--- src/rtl/alu_seq_pkg.sv ---
// Shared opcodes, FSM states and flag indices
// for the ALU command sequencer.
package alu_seq_pkg;

  localparam logic [2:0] OP_ADD  = 3'd0;
  localparam logic [2:0] OP_SUB  = 3'd1;
  localparam logic [2:0] OP_MULT = 3'd2;
  localparam logic [2:0] OP_AND  = 3'd3;
  localparam logic [2:0] OP_OR   = 3'd4;
  localparam logic [2:0] OP_XOR  = 3'd5;
  localparam logic [2:0] OP_LDI  = 3'd6;
  localparam logic [2:0] OP_RD   = 3'd7;

  localparam int FLG_Z = 3;
  localparam int FLG_N = 2;
  localparam int FLG_C = 1;
  localparam int FLG_V = 0;

  typedef enum logic [1:0] {
    IDLE,
    EXEC,
    RESP
  } state_t;

endpackage

--- src/rtl/alu_regfile.sv ---
// NREG x 8 register file: two async reads, one sync
// write that can also place a high byte at addr+1.
module alu_regfile #(
  parameter int NREG = 8,
  localparam int RW = $clog2(NREG)
) (
  input  logic          clk,
  input  logic          rst,
  input  logic [RW-1:0] ra_addr,
  output logic [7:0]    ra_data,
  input  logic [RW-1:0] rb_addr,
  output logic [7:0]    rb_data,
  input  logic          we,
  input  logic          wide,
  input  logic [RW-1:0] waddr,
  input  logic [15:0]   wdata
);

  logic [7:0]    mem [NREG];
  logic [RW-1:0] hi_addr;

  // Wraps naturally at NREG since RW bits cover it exactly
  assign hi_addr = waddr + RW'(1);

  assign ra_data = mem[ra_addr];
  assign rb_data = mem[rb_addr];

  always_ff @(posedge clk) begin
    if (rst) begin
      for (int i = 0; i < NREG; i++)
        mem[i] <= '0;
    end else if (we) begin
      mem[waddr] <= wdata[7:0];
      if (wide)
        mem[hi_addr] <= wdata[15:8];
    end
  end

endmodule

--- src/rtl/alu_sequencer.sv ---
// Command-driven initiator for the external 8-bit ALU:
// fetch operands, run one op, write back, respond.
module alu_sequencer
  import alu_seq_pkg::*;
#(
  parameter int NREG = 8,
  localparam int RW = $clog2(NREG)
) (
  input  logic          clk,
  input  logic          rst,
  input  logic          cmd_valid,
  output logic          cmd_ready,
  input  logic [2:0]    cmd_op,
  input  logic [RW-1:0] cmd_ra,
  input  logic [RW-1:0] cmd_rb,
  input  logic [RW-1:0] cmd_rd,
  input  logic [7:0]    cmd_imm,
  output logic [7:0]    alu_A,
  output logic [7:0]    alu_B,
  output logic [2:0]    alu_S,
  input  logic [15:0]   alu_o,
  input  logic          alu_zero,
  input  logic          alu_negative,
  input  logic          alu_carry,
  input  logic          alu_overflow,
  output logic          rsp_valid,
  input  logic          rsp_ready,
  output logic [15:0]   rsp_data,
  output logic [3:0]    rsp_flags
);

  state_t        state_q, state_d;
  logic [RW-1:0] rd_q;
  logic [7:0]    imm_q;
  logic [7:0]    ra_data, rb_data;
  logic          accept;
  logic          in_exec;
  logic          wb_en;
  logic          wb_wide;
  logic [15:0]   wb_data;
  logic [15:0]   res_data;
  logic [3:0]    res_flags;

  assign accept  = (state_q == IDLE) && cmd_valid;
  assign in_exec = (state_q == EXEC);

  assign wb_en   = in_exec && (alu_S != OP_RD);
  assign wb_wide = (alu_S == OP_MULT);
  assign wb_data = (alu_S == OP_LDI) ? {8'h00, imm_q} : alu_o;

  alu_regfile #(.NREG(NREG)) u_rf (
    .clk     (clk),
    .rst     (rst),
    .ra_addr (cmd_ra),
    .ra_data (ra_data),
    .rb_addr (cmd_rb),
    .rb_data (rb_data),
    .we      (wb_en),
    .wide    (wb_wide),
    .waddr   (rd_q),
    .wdata   (wb_data)
  );

  // alu_A already holds reg[ra] captured at acceptance, so RD reuses it
  always_comb begin
    res_data  = alu_o;
    res_flags = '0;
    unique case (1'b1)
      alu_S == OP_LDI: begin
        res_data         = {8'h00, imm_q};
        res_flags[FLG_Z] = (imm_q == 8'h00);
      end
      alu_S == OP_RD: begin
        res_data         = {8'h00, alu_A};
        res_flags[FLG_Z] = (alu_A == 8'h00);
      end
      default: begin
        res_data         = alu_o;
        res_flags[FLG_Z] = alu_zero;
        res_flags[FLG_N] = alu_negative;
        res_flags[FLG_C] = alu_carry;
        res_flags[FLG_V] = alu_overflow;
      end
    endcase
  end

  always_comb begin
    state_d   = state_q;
    cmd_ready = 1'b0;
    rsp_valid = 1'b0;
    unique case (state_q)
      IDLE: begin
        cmd_ready = 1'b1;
        if (cmd_valid)
          state_d = EXEC;
      end
      EXEC: state_d = RESP;
      RESP: begin
        rsp_valid = 1'b1;
        if (rsp_ready)
          state_d = IDLE;
      end
      default: state_d = IDLE;
    endcase
  end

  always_ff @(posedge clk) begin
    if (rst) begin
      state_q   <= IDLE;
      rd_q      <= '0;
      imm_q     <= '0;
      alu_A     <= '0;
      alu_B     <= '0;
      alu_S     <= '0;
      rsp_data  <= '0;
      rsp_flags <= '0;
    end else begin
      state_q <= state_d;
      if (accept) begin
        rd_q  <= cmd_rd;
        imm_q <= cmd_imm;
        alu_A <= ra_data;
        alu_B <= rb_data;
        alu_S <= cmd_op;
      end
      if (in_exec) begin
        rsp_data  <= res_data;
        rsp_flags <= res_flags;
      end
    end
  end

endmodule

--- config.mk ---
export PLATFORM = sky130hd
export DESIGN_NAME = alu_sequencer
export DESIGN_NICKNAME = d
export VERILOG_FILES = /design/src/rtl/alu_seq_pkg.sv /design/src/rtl/alu_regfile.sv /design/src/rtl/alu_sequencer.sv
export SDC_FILE = /design/constraint.sdc
export NUM_CORES = 1
export LEC_CHECK = 0
export ABC_CLOCK_PERIOD_IN_PS = 3100
export CAP_MARGIN = 0
export CORE_AREA = 2 2 119 121
export CTS_CLUSTER_SIZE = 12
export DETAILED_ROUTE_END_ITERATION = 12
export DIE_AREA = 0 0 121 123
export PLACE_DENSITY = 0.77
export SETUP_SLACK_MARGIN = 0.05
export SLEW_MARGIN = 10
export SYNTH_ARGS = -nofsm -noshare
export SYNTH_HDL_FRONTEND = slang
export SYNTH_SLANG_ARGS = --single-unit
--- constraint.sdc ---
create_clock -name clk -period 3.1 [get_ports clk]
set_input_delay 0.465 -clock clk [delete_from_list [all_inputs] [get_ports clk]]
set_output_delay 0.465 -clock clk [all_outputs]
set_load 0.05 [all_outputs]
---- Word-level counts from Yosys, hierarchy flattened ----
Memory sizes are Yosys's and may differ from the RTL's. A register that Yosys moved wholly into a read port is not among the register bits.
Index checks and enable logic that the tools add are counted.
word-level totals
  bits of input ports ..................... 44
  memories kept ........................... 1
  register bits ........................... 36
  bits in latches ......................... 0
  output and inout bits ................... 41
  memory bits (writable) .................. 64
  logic and storage cells ................. 49
  bits in read-only memories .............. 0
cells by class
  shift operators ......................... 0
  div/mod/pow operators ................... 0
  add/sub/neg operators ................... 1
  magnitude comparators ................... 0
  reduce and logical (&&, ||, !) cells .... 9
  $mul .................................... 0
  equality and inequality tests ........... 8
  bitwise operators ....................... 0
  muxes and demuxes ....................... 24
memories
  name      words  width  rd ports  clocked after Yosys merged registers in  write ports  RTL line           RTL
  u_rf.mem  8      8      2         2                                        8            alu_regfile.sv:19  logic [7:0] mem [NREG];
operators by type and width
  operator                                              number
  one-hot mux 16 bit (2 select lines)                   1
  logical NOT 8 bit                                     2
  two-way mux 16 bit                                    1
  two-way mux 8 bit                                     2
  OR reduction 8 bit                                    2
  two-way mux 1 bit                                     13
  two-way mux 3 bit                                     3
  equality test 3 bit (second input constant)           2
  one-hot mux 2 bit (3 select lines)                    1
  two-way mux 2 bit                                     2
  inequality test 2 bit (second input constant)         2
  adder 3 x 1 -> 3 bit (second input constant)          1
  equality test 3 x 2 -> 1 bit (second input constant)  1
  inequality test 3 bit (second input constant)         1
  equality test 2 x 1 -> 1 bit (second input constant)  1
  equality test 2 bit (second input constant)           1
  logical AND 1 bit                                     2
  logical NOT 2 bit                                     1
  one-hot mux 1 bit (2 select lines)                    1
  AND reduction 2 bit                                   1
  OR reduction 2 bit                                    1

---- Longest topological paths before layout ----
  depth after elaboration ................. 7
  depth in mapped cells ................... 7

---- Cells and area by module ----
A second synthesis with hierarchy kept.
second synthesis, totals
  cell total of the unflattened synthesis .. 499
  area total of the unflattened synthesis .. 6,281.0 um^2
modules (own cells, without submodules)
  module         sequential area each (um^2)  area an instance (um^2)  cells an instance  instances
  alu_regfile    1,921.8                      3,982.6                  257                1
  alu_sequencer  1,041.0                      2,298.5                  242                1

---- Worst setup path before layout ----
OpenSTA, ideal clock, no wires.
  path type ............................... register to register
  start ................................... register alu_S[1]
  end ..................................... memory u_rf.mem[1][0], enable pin
  arrival time ............................ 1.802 ns
  buffers on the path ..................... 0
  setup slack ............................. 0.960 ns
  setup time .............................. 0.338 ns
  cell stages (with the launch flop) ...... 4
  path through ............................ dfxtp_1 -> nor4b_2 -> nand4_1 -> nand3b_1
RTL lines
  element                   RTL line              RTL
  start: declaration        alu_sequencer.sv:20   output logic [2:0] alu_S,
  start signal: assignment  alu_sequencer.sv:124  alu_S <= cmd_op;
  end: declaration          alu_regfile.sv:19

---- Final worst setup path ----
  start ................................... register state_q[1]
  end ..................................... output rsp_valid
on the way
  word-level cells in the longest chain between the ends .. 2
RTL lines
  element                   RTL line              RTL
  start: declaration        alu_sequencer.sv:32   state_t state_q, state_d;
  start signal: assignment  alu_sequencer.sv:118  state_q <= state_d;
  equality test 2 bit       alu_sequencer.sv:91   unique case (state_q)
  two-way mux 1 bit         alu_sequencer.sv:91
  end: declaration          alu_sequencer.sv:26   output logic rsp_valid,
No other way between the ends.

==> impl_metrics.ini <==
[pwr]
power_leakage_uw = 0.00263
p_total_uw = 4410
powerDensity_nw_per_um2 = 583
peakVddDrop_uv = 314

[min_path]
min_path_type = reg -> reg
min_from = rsp_data[3]$_SDFFE_PP0N_

[placement]
dp.cells = 732
placed_area_sq_um = 6980
io_buffers = 84
gp_congestion = 0.934
hpwl_um = 13000

[layout]
final_nets = 616
n_antenna_cell = 0
fin_area_sq_um = 7560
final_cells = 763
area_growth_pct = 26.2
final_layout_size_suffix_gt1_share_pct = 16.5

[clock_network]
clock_path_buffers = 2
cts_inserted_buffers = 17
cts-resized-gates = 0
postCtsSetupBuffers = 0
cts_root_buf = clkbuf_16
htree_levels = 4
cts_tree = done
clkLatencyLatePin_ns = 0.42
path_clk_slew_ns = 0.05
cts_sinks = 116
hold_buffers = 0

[global_route]
grt_pass1_vias = 4856
antenna_found_initial = 0
track_usage_pct = 25.7
gr-total-overflow = 0
grt_max_degree = 38
grt_pass1_wl_um = 28200

[setup_path]
startpoint = state_q[1]$_SDFFE_PP0P_
critPathCaptureType = output pin
r2r-start = alu_S[2]$_SDFFE_PP0P_
worstPathArrival_ns = 2.07
crit_type = reg -> out
cp.buffers_inverters = 1
path_delay_family = buffers and inverters
cpPeakStageDelay_ns = 0.83
critPathMaxFanout = 10
worstPathRequired_ns = 2.63
startpoint_type = register
slowest_stage = clkdlybuf4s50_1
crit_path_cell_trace = nor2b_1 -> clkdlybuf4s50_1

[synth]
avgSynthCellArea_sq_um = 12.1
synth_common_cells = 64 x edfxtp_1, 52 x dfxtp_1, 48 x o22ai_1
yosysSeqAreaShare_pct = 49.5
yosysWarnings = 0
yosys.area.top_type = edfxtp_1
synth-main-ff-cell = edfxtp_1
ys_seq_elements = 116
syn-cell-area_sq_um = 5990
synth.area.top_cells = edfxtp_1 32%, dfxtp_1 17%, mux4_2 12%
synthArstFlopShare_pct = 0
synth.top_cell.area_share_pct = 32.1
synth_edf_count = 64
yosysMostFrequentCell = edfxtp_1
ys_types = 37
syn-instance-count = 496
synthesis.nets = 541

[sta]
hold_viol_final = 0
setup_viol = 0
slew_headroom_pct = 47.8
min_period_ns = 2.53
grt_setup_unrepaired = no
fmaxAchievable_mhz = 395
fin_tns_setup_ns = 0
finClkSkew_ns = 0.0102
fin_crit_sh_pct = 81.7
tightest_slew_ns = 0.781
report.final.slew_viol_count = 0

[run_status]
status = finished, final reports clean

[routing]
drc = 0
drtPass1Iterations = 7
first_iter_violations = 568
wl_um = 18100
vias = 4961
viasPerCell = 6.50
wire_per_inst_um = 23.7
ant_nets = 0

[floorplanning]
start_util_pct = 44.0
die-width_um = 121
core_sq_um = 13600
rows = 43
die_y_um = 123
ios = 85
dieArea_sq_um = 14900

[run]
drv_cap = 0
-- kinds of logic (layout without fill, tap and decap cells) --
group	count (synthesis)	after routing	share of synthesized area, %
AND/OR/NAND/NOR	151	151	15.6
AO/OA/AOI/OAI	118	118	13.5
flip-flops	116	116	49.5
multiplexers	62	62	17.0
buffers and inverters	46	133	3.49
XOR/XNOR	2	2	0.731
adder cells (fa/ha/maj)	1	1	0.209
-- stage by stage --
| step | hold WS, ns | utilization [%] | setup WS, ns |
|---|---|---|---|
| finish | 0.457 | 55.5 | 0.568 |
| global route | 0.478 | 55.5 | 0.480 |
| CTS | 0.461 | 55.5 | 0.578 |
| detailed placement | 0.453 | 51.3 | 0.751 |
| global placement | 0.440 | 51.3 | 0.795 |
| floorplan | 0.504 | - | 0.960 |
-- worst register-to-register path, stage by stage, from the launching register on --
cell	delay, ns
dfxtp_1	0.72
nand3b_1	0.65
nand2_1	0.56
o22ai_1	0.21
-- layout make-up --
| class | count | area (sq um) |
|---|---|---|
| Multi-Input combinational cell | 334 | 2830 |
| Sequential cell | 116 | 2960 |
| Timing Repair Buffer | 102 | 971 |
| Clock buffer | 19 | 433 |
| Fill cell | 1119 | 6060 |
| Tap cell | 180 | 225 |
| Clock inverter | 12 | 139 |
-- flip-flops by register name, summed over array words and instances, names as in the netlist --
register / count
alu_A: 8
alu_B: 8
state_q: 2
rsp_data: 16
alu_S: 3
u_rf.mem: 64
rsp_flags: 4
imm_q: 8
rd_q: 3
-- layout by cell type (no fill, tap or decap), drive strengths merged, types with 26 or more instances in the layout --
cell type      netlist  layout
a21oi               28      28
nor2                35      35
edfxtp              64      64
o2bb2ai             32      32
o22ai               48      48
mux2i               30      30
dfxtp               52      52
mux4                32      32
nand2               26      26
clkdlybuf4s50        0      83
-- path summary, 6_finish.rpt --
kind,to,slack [ns],cells after the start
setup / recovery,rsp_valid,0.57,2
hold / removal,rsp_data[3]$_SDFFE_PP0N_,0.46,2
setup reg to reg,u_rf.mem[3][5]$_DFFE_PP_,0.68,3
hold reg to reg,rsp_data[3]$_SDFFE_PP0N_,0.46,2
-- per-layer routing --
layer / track usage, % / vias to the layer above / share of wire (%)
met5: 0 / - / 0
met2: 40.1 / 389 / 46
met4: 12.2 / 0 / 4.8
met3: 8.35 / 62 / 13
li1: - / 2136 / -
met1: 32.4 / 2374 / 37
-- power by group --
group / total (uW) / leakage (uW) / internal, uW / switching, uW
clock: 1930 / 0.000280 / 1240 / 683
sequential: 1800 / 0.00109 / 1710 / 97.8
combinational: 676 / 0.00126 / 272 / 404
Power figures use the tool's default switching activity.
